==> src/rtl/regfile_dbg_arbiter_if.sv <==
// Debug requester bundle for the register-file arbiter.
// Request fields go in, ack/err/rdata/busy come back.
interface regfile_dbg_arbiter_if #(
  parameter int ADDR_W = 5,
  parameter int DATA_W = 32
);
  logic              req;
  logic              we;
  logic [ADDR_W-1:0] addr;
  logic [DATA_W-1:0] wdata;
  logic              ack;
  logic              err;
  logic [DATA_W-1:0] rdata;
  logic              busy;

  modport master (
    output req, we, addr, wdata,
    input  ack, err, rdata, busy
  );

  modport slave (
    input  req, we, addr, wdata,
    output ack, err, rdata, busy
  );
endinterface

==> src/rtl/regfile_dbg_arbiter.sv <==
// Borrows register-file write port and read port 1 for one debug access
// after halting the CPU; returns result with a one-cycle ack.
module regfile_dbg_arbiter #(
  parameter int ADDR_W  = 5,
  parameter int DATA_W  = 32,
  parameter int TIMEOUT = 255
) (
  input  logic              clk,
  input  logic              rst,
  input  logic              cpu_we,
  input  logic [ADDR_W-1:0] cpu_waddr,
  input  logic [DATA_W-1:0] cpu_wdata,
  input  logic              cpu_re1,
  input  logic [ADDR_W-1:0] cpu_r1,
  output logic [DATA_W-1:0] cpu_d1,
  output logic              rf_we,
  output logic [ADDR_W-1:0] rf_waddr,
  output logic [DATA_W-1:0] rf_wdata,
  output logic              rf_re1,
  output logic [ADDR_W-1:0] rf_r1,
  input  logic [DATA_W-1:0] rf_d1,
  output logic              cpu_halt_req,
  input  logic              cpu_halted,
  regfile_dbg_arbiter_if.slave dbg
);

  localparam int CNT_W = 16;
  localparam logic [CNT_W-1:0] CNT_LIM =
    CNT_W'(TIMEOUT - 1);

  typedef enum logic [2:0] {
    S_IDLE,
    S_HALT,
    S_ACCESS,
    S_RESP,
    S_ERR
  } state_e;

  state_e state_q, state_d;

  logic [CNT_W-1:0]  cnt_q, cnt_d;
  logic              lat_we_q, lat_we_d;
  logic [ADDR_W-1:0] lat_addr_q, lat_addr_d;
  logic [DATA_W-1:0] lat_wdata_q, lat_wdata_d;
  logic [DATA_W-1:0] rdata_q, rdata_d;
  logic              halt_req_q, halt_req_d;
  logic              ack_q, ack_d;
  logic              err_q, err_d;
  logic              busy_q, busy_d;

  always_ff @(posedge clk or negedge rst) begin
    if (!rst) begin
      state_q     <= S_IDLE;
      cnt_q       <= '0;
      lat_we_q    <= 1'b0;
      lat_addr_q  <= '0;
      lat_wdata_q <= '0;
      rdata_q     <= '0;
      halt_req_q  <= 1'b0;
      ack_q       <= 1'b0;
      err_q       <= 1'b0;
      busy_q      <= 1'b0;
    end else begin
      state_q     <= state_d;
      cnt_q       <= cnt_d;
      lat_we_q    <= lat_we_d;
      lat_addr_q  <= lat_addr_d;
      lat_wdata_q <= lat_wdata_d;
      rdata_q     <= rdata_d;
      halt_req_q  <= halt_req_d;
      ack_q       <= ack_d;
      err_q       <= err_d;
      busy_q      <= busy_d;
    end
  end

  always_comb begin
    state_d     = state_q;
    cnt_d       = cnt_q;
    lat_we_d    = lat_we_q;
    lat_addr_d  = lat_addr_q;
    lat_wdata_d = lat_wdata_q;
    rdata_d     = rdata_q;
    unique case (state_q)
      S_IDLE: begin
        if (dbg.req) begin
          state_d     = S_HALT;
          cnt_d       = '0;
          lat_we_d    = dbg.we;
          lat_addr_d  = dbg.addr;
          lat_wdata_d = dbg.wdata;
        end
      end
      S_HALT: begin
        cnt_d = cnt_q + 1'b1;
        if (cpu_halted) begin
          state_d = S_ACCESS;
        end else if (cnt_q == CNT_LIM) begin
          state_d = S_ERR;
        end
      end
      S_ACCESS: begin
        state_d = S_RESP;
        // x0 reads as zero regardless of the file's read path
        if (!lat_we_q) begin
          rdata_d = (lat_addr_q == '0) ? '0 : rf_d1;
        end
      end
      S_RESP:  state_d = S_IDLE;
      S_ERR:   state_d = S_IDLE;
      default: state_d = S_IDLE;
    endcase
  end

  // Registered outputs decode the state being entered.
  always_comb begin
    halt_req_d = (state_d == S_HALT)
              || (state_d == S_ACCESS)
              || (state_d == S_RESP);
    ack_d      = (state_d == S_RESP)
              || (state_d == S_ERR);
    err_d      = (state_d == S_ERR);
    busy_d     = (state_d != S_IDLE);
  end

  always_comb begin
    rf_we    = cpu_we;
    rf_waddr = cpu_waddr;
    rf_wdata = cpu_wdata;
    rf_re1   = cpu_re1;
    rf_r1    = cpu_r1;
    if (state_q == S_ACCESS) begin
      rf_we    = lat_we_q;
      rf_waddr = lat_addr_q;
      rf_wdata = lat_wdata_q;
      rf_re1   = 1'b1;
      rf_r1    = lat_addr_q;
    end
  end

  assign cpu_d1       = rf_d1;
  assign cpu_halt_req = halt_req_q;
  assign dbg.ack      = ack_q;
  assign dbg.err      = err_q;
  assign dbg.rdata    = rdata_q;
  assign dbg.busy     = busy_q;

endmodule

==> src/flat_wrapper.sv <==
// flat-port wrapper written by rule: the top's interface ports become plain ports
module regfile_dbg_arbiter_flat 
#(
  parameter int ADDR_W  = 5,
  parameter int DATA_W  = 32,
  parameter int TIMEOUT = 255
)
  (clk, rst, cpu_we, cpu_waddr, cpu_wdata, cpu_re1, cpu_r1, cpu_d1, rf_we, rf_waddr, rf_wdata, rf_re1, rf_r1, rf_d1, cpu_halt_req, cpu_halted, dbg_req, dbg_we, dbg_addr, dbg_wdata, dbg_ack, dbg_err, dbg_rdata, dbg_busy);
  regfile_dbg_arbiter_if #(.ADDR_W(ADDR_W), .DATA_W(DATA_W)) dbg_i ();
  input  logic clk;
  input  logic rst;
  input  logic cpu_we;
  input  logic [ADDR_W-1:0] cpu_waddr;
  input  logic [DATA_W-1:0] cpu_wdata;
  input  logic cpu_re1;
  input  logic [ADDR_W-1:0] cpu_r1;
  output logic [DATA_W-1:0] cpu_d1;
  output logic rf_we;
  output logic [ADDR_W-1:0] rf_waddr;
  output logic [DATA_W-1:0] rf_wdata;
  output logic rf_re1;
  output logic [ADDR_W-1:0] rf_r1;
  input  logic [DATA_W-1:0] rf_d1;
  output logic cpu_halt_req;
  input  logic cpu_halted;
  input wire logic [$bits(dbg_i.req)-1:0] dbg_req;
  input wire logic [$bits(dbg_i.we)-1:0] dbg_we;
  input wire logic [$bits(dbg_i.addr)-1:0] dbg_addr;
  input wire logic [$bits(dbg_i.wdata)-1:0] dbg_wdata;
  output wire logic [$bits(dbg_i.ack)-1:0] dbg_ack;
  output wire logic [$bits(dbg_i.err)-1:0] dbg_err;
  output wire logic [$bits(dbg_i.rdata)-1:0] dbg_rdata;
  output wire logic [$bits(dbg_i.busy)-1:0] dbg_busy;
  assign dbg_i.req = dbg_req;
  assign dbg_i.we = dbg_we;
  assign dbg_i.addr = dbg_addr;
  assign dbg_i.wdata = dbg_wdata;
  assign dbg_ack = dbg_i.ack;
  assign dbg_err = dbg_i.err;
  assign dbg_rdata = dbg_i.rdata;
  assign dbg_busy = dbg_i.busy;
  regfile_dbg_arbiter #(.ADDR_W(ADDR_W), .DATA_W(DATA_W), .TIMEOUT(TIMEOUT)) u_core (.clk(clk), .rst(rst), .cpu_we(cpu_we), .cpu_waddr(cpu_waddr), .cpu_wdata(cpu_wdata), .cpu_re1(cpu_re1), .cpu_r1(cpu_r1), .cpu_d1(cpu_d1), .rf_we(rf_we), .rf_waddr(rf_waddr), .rf_wdata(rf_wdata), .rf_re1(rf_re1), .rf_r1(rf_r1), .rf_d1(rf_d1), .cpu_halt_req(cpu_halt_req), .cpu_halted(cpu_halted), .dbg(dbg_i));
endmodule
==> config.mk <==
export PLATFORM = sky130hd
export DESIGN_NAME = regfile_dbg_arbiter_flat
export DESIGN_NICKNAME = d
export VERILOG_FILES = /design/src/rtl/regfile_dbg_arbiter_if.sv /design/src/rtl/regfile_dbg_arbiter.sv /design/src/flat_wrapper.sv
export SDC_FILE = /design/constraint.sdc
export NUM_CORES = 1
export LEC_CHECK = 0
export ABC_AREA = 0
export CAP_MARGIN = 20
export CORE_MARGIN = 2
export CORE_UTILIZATION = 35
export CTS_CLUSTER_DIAMETER = 50
export CTS_CLUSTER_SIZE = 28
export DETAILED_ROUTE_END_ITERATION = 6
export GPL_ROUTABILITY_DRIVEN = 0
export GPL_TIMING_DRIVEN = 0
export PLACE_DENSITY = 0.72
export SLEW_MARGIN = 20
export SYNTH_ARGS = -nofsm -noshare
export SYNTH_HDL_FRONTEND = slang
export SYNTH_SLANG_ARGS = --single-unit
==> constraint.sdc <==
create_clock -name clk -period 2.9 [get_ports clk]
set_input_delay 0.725 -clock clk [delete_from_list [all_inputs] [get_ports clk]]
set_output_delay 0.725 -clock clk [all_outputs]
set_load 0.005 [all_outputs]
==> results.txt <==
grt ovf: 0
pwr/cell area: 806 nW/µm²
Post-DP HPWL: 11000 µm
Syn. warnings: 0
Core ar.: 12500 µm²
Worst-Margin Slew: 0.626 ns
Ant. Diodes: 0
CTS buffer count: 9
CP Class: reg2out
placed cells: 915
most common cell in the netlist: nand2_1
largest net degree at the start of global routing: 62
clk root buf: clkbuf_16
setup violators final: 0
Filler Cells Inserted: 1126
register area: 2330 µm²
Total GRT Usage: 21.1%
most frequent CP cell: nand2_1
WL per Instance: 15.2 µm
CTS tree: done
Tmin final: 2.81 ns
Leak: 3.51 nW
Slowest Stage Delay on Critical Path: 0.51 ns
Die X: 116 µm
Die ar.: 13500 µm²
FP Rows: 41
Final Hold Viols: 0
Yosys top cell area share: 52.7%
1st-pass router iterations: 4
CTS Sinks: 93
P&R area growth vs syn: 65.5%
Seq/Total Area, Yosys: 52.7%
syn_nets: 633
Worst path top cell family by delay: buffers and inverters
final wirelength: 14200 µm
Clock Skew: 0.00546 ns
RSZ-0062 raised after global routing: true
ANT nets after route: 0
worst skew pair latency: 0.34 ns
Critical Path Start Type: flop
vias in the first global route: 4412
Main synth FF type: dfrtp_1
Design Power: 5.88 mW
Avg Inst Size Synth: 8.61 µm²
area leader, netlist: dfrtp_1
layout cells sized above 1: 10.1%
Post-Layout Cell Count: 934
clock-pin slew on the worst setup and hold paths: 0.06 ns
Area contributors post-synth: dfrtp_1, nand2_1, a22o_1
cells along the critical path: nor3b_4 -> buf_6 -> buf_4 -> nand2_1 -> nand2_1 -> clkdlybuf4s50_1
CP arrival: 2.09 ns
initial antenna violation count: 0
# IOs: 230
Critical Path RT: 2.17 ns
peak fanout along the critical path: 10
EDFF count, synth: 0
via count: 4410
Bufs and invs on worst path: 3
first-pass GRT wire length: 22100 µm
IO Port Bufs: 229
DRC Markers: 0
1st-iter DRT viols: 201
Max-cap violations: 0
IR drop worst, VDD: 376 µV
Tcrit/Tclk final: 97.0%
initial core utilization: 35.4%
Slew HR: 58.2%
Mapped Cells: 513
Synth Register Bits: 93
crit path capture type: primary output
clock tree buffer depth: 2
slowest stage cell on the critical path: clkdlybuf4s50_1
FMAX: 356 MHz
commonest cells in the netlist: nand2_1, dfrtp_1, a22o_1, buf_4, clkbuf_1
Max Slew Vio Count: 0
HP Class: in2async
status: finished, final reports clean
Nets: 878
DR vias/cell: 4.72
die span in y: 116 µm
H-tree Lvls: 3
cell area after synthesis: 4420 µm²
Post-synth ARST share: 100%
area occupied by multi-input gates: 1750 µm²
Unique masters post-synth: 36
worst reg2reg max path: stages, from the launching register on:
cell and delay [ns]:
dfrtp_2 0.44, buf_4 0.15, nor4b_2 0.58, nor2_1 0.26
o21ai_0 0.22, o21ai_0 0.12
state kept, by name, indices dropped and copies added, names as in the netlist:
name                 flops
u_core.cnt_q            16
u_core.cpu_halt_req      1
u_core.dbg.ack           1
u_core.dbg.busy          1
u_core.dbg.err           1
u_core.dbg.rdata        32
u_core.lat_addr_q        5
u_core.lat_wdata_q      32
u_core.lat_we_q          1
u_core.state_q           3
path summary, 6_finish.rpt:
| kind | from | endpoint | slack [ns] | cells after the start |
|---|---|---|---|---|
| setup / recovery | u_core.state_q[0]$_DFF_PN0_ | rf_wdata[15] | 0.09 | 6 |
| hold / removal | rst | u_core.dbg.rdata[15]$_DFFE_PN0P_ | 0.26 | 1 |
| setup reg to reg | u_core.state_q[0]$_DFF_PN0_ | u_core.cnt_q[5]$_DFFE_PN0P_ | 1.01 | 5 |
| hold reg to reg | u_core.lat_we_q$_DFFE_PN0P_ | u_core.lat_we_q$_DFFE_PN0P_ | 0.47 | 2 |
| max in group asynchronous | rst | u_core.state_q[0]$_DFF_PN0_ | 2.00 | 2 |
| min in group clk | u_core.lat_we_q$_DFFE_PN0P_ | u_core.lat_we_q$_DFFE_PN0P_ | 0.47 | 2 |
cell families (layout without fill, tap and decap cells):
logic type	Yosys count	after routing	share of synthesized area [%]
flops	93	93	52.7
mux	5	5	1.13
buf+inv	60	309	7.96
compound gates	59	59	9.83
fa+ha+maj	2	2	0.567
simple gates	294	294	27.8
power by group:
part	switching [mW]	internal [mW]
clock network	0.468	0.596
registers	0.292	1.80
logic	1.22	1.51
area by class of cell:
type	count	share of cell area, %
repair buffers	236	32.5
multi-input cells	360	24.0
well taps	172	2.95
flip-flops and latches	93	31.9
clock inverters	4	0.343
inverters	1	0.0514
clock buffers	11	3.32
plain buffers	57	4.98
through the flow:
| step | instance area, µm² | hold slack, ns | util [%] | setup WS [ns] | setup TNS (ns) |
|---|---|---|---|---|---|
| 5_1_grt | 7310 | 0.264 | 58.6 | -0.0202 | -0.0357 |
| 6_report | 7310 | 0.259 | 58.6 | 0.0875 | 0 |
| 4_1_cts | 7270 | 0.259 | 58.3 | -0.00388 | -0.00388 |
| 3_3_place_gp | 6920 | 0.453 | 55.5 | -2.30 | -213.01 |
| 2_1_floorplan | 4420 | 0.429 | - | 0.845 | 0 |
| 3_5_place_dp | 6950 | 0.454 | 55.8 | -0.0315 | -0.0548 |
cells in the final DEF, fill, tap and decap left out, types with 2 or more instances in the layout:
master	count
clkbuf_16	9
and3_1	4
nor3_1	3
nand3_1	4
buf_2	6
buf_4	39
clkdlybuf4s50_1	226
dfrtp_2	2
mux2i_1	5
nand4_1	6
buf_6	3
clkinv_2	2
o31ai_1	2
clkbuf_1	12
and4_1	6
nand2_1	250
o21ai_0	16
clkbuf_2	3
dfrtp_1	91
a22o_1	32
ha_1	2
a21oi_1	4
clkinvlp_4	2
nor2_1	7
layer usage:
metal	routed length [µm]	global-route usage (%)
met3	1100	6.33
met2	7270	37.9
met4	322	7.54
met1	5500	23.8
met5	0	0
timing repair:
action,CTS,global route
hold buffers,0,0
pin swaps,1,1
hold endpoints to repair,0,0
endpoints found under the setup margin,44,36
setup buffers,3,3
resized for setup,18,8
(Power assumes the default switching activity.)
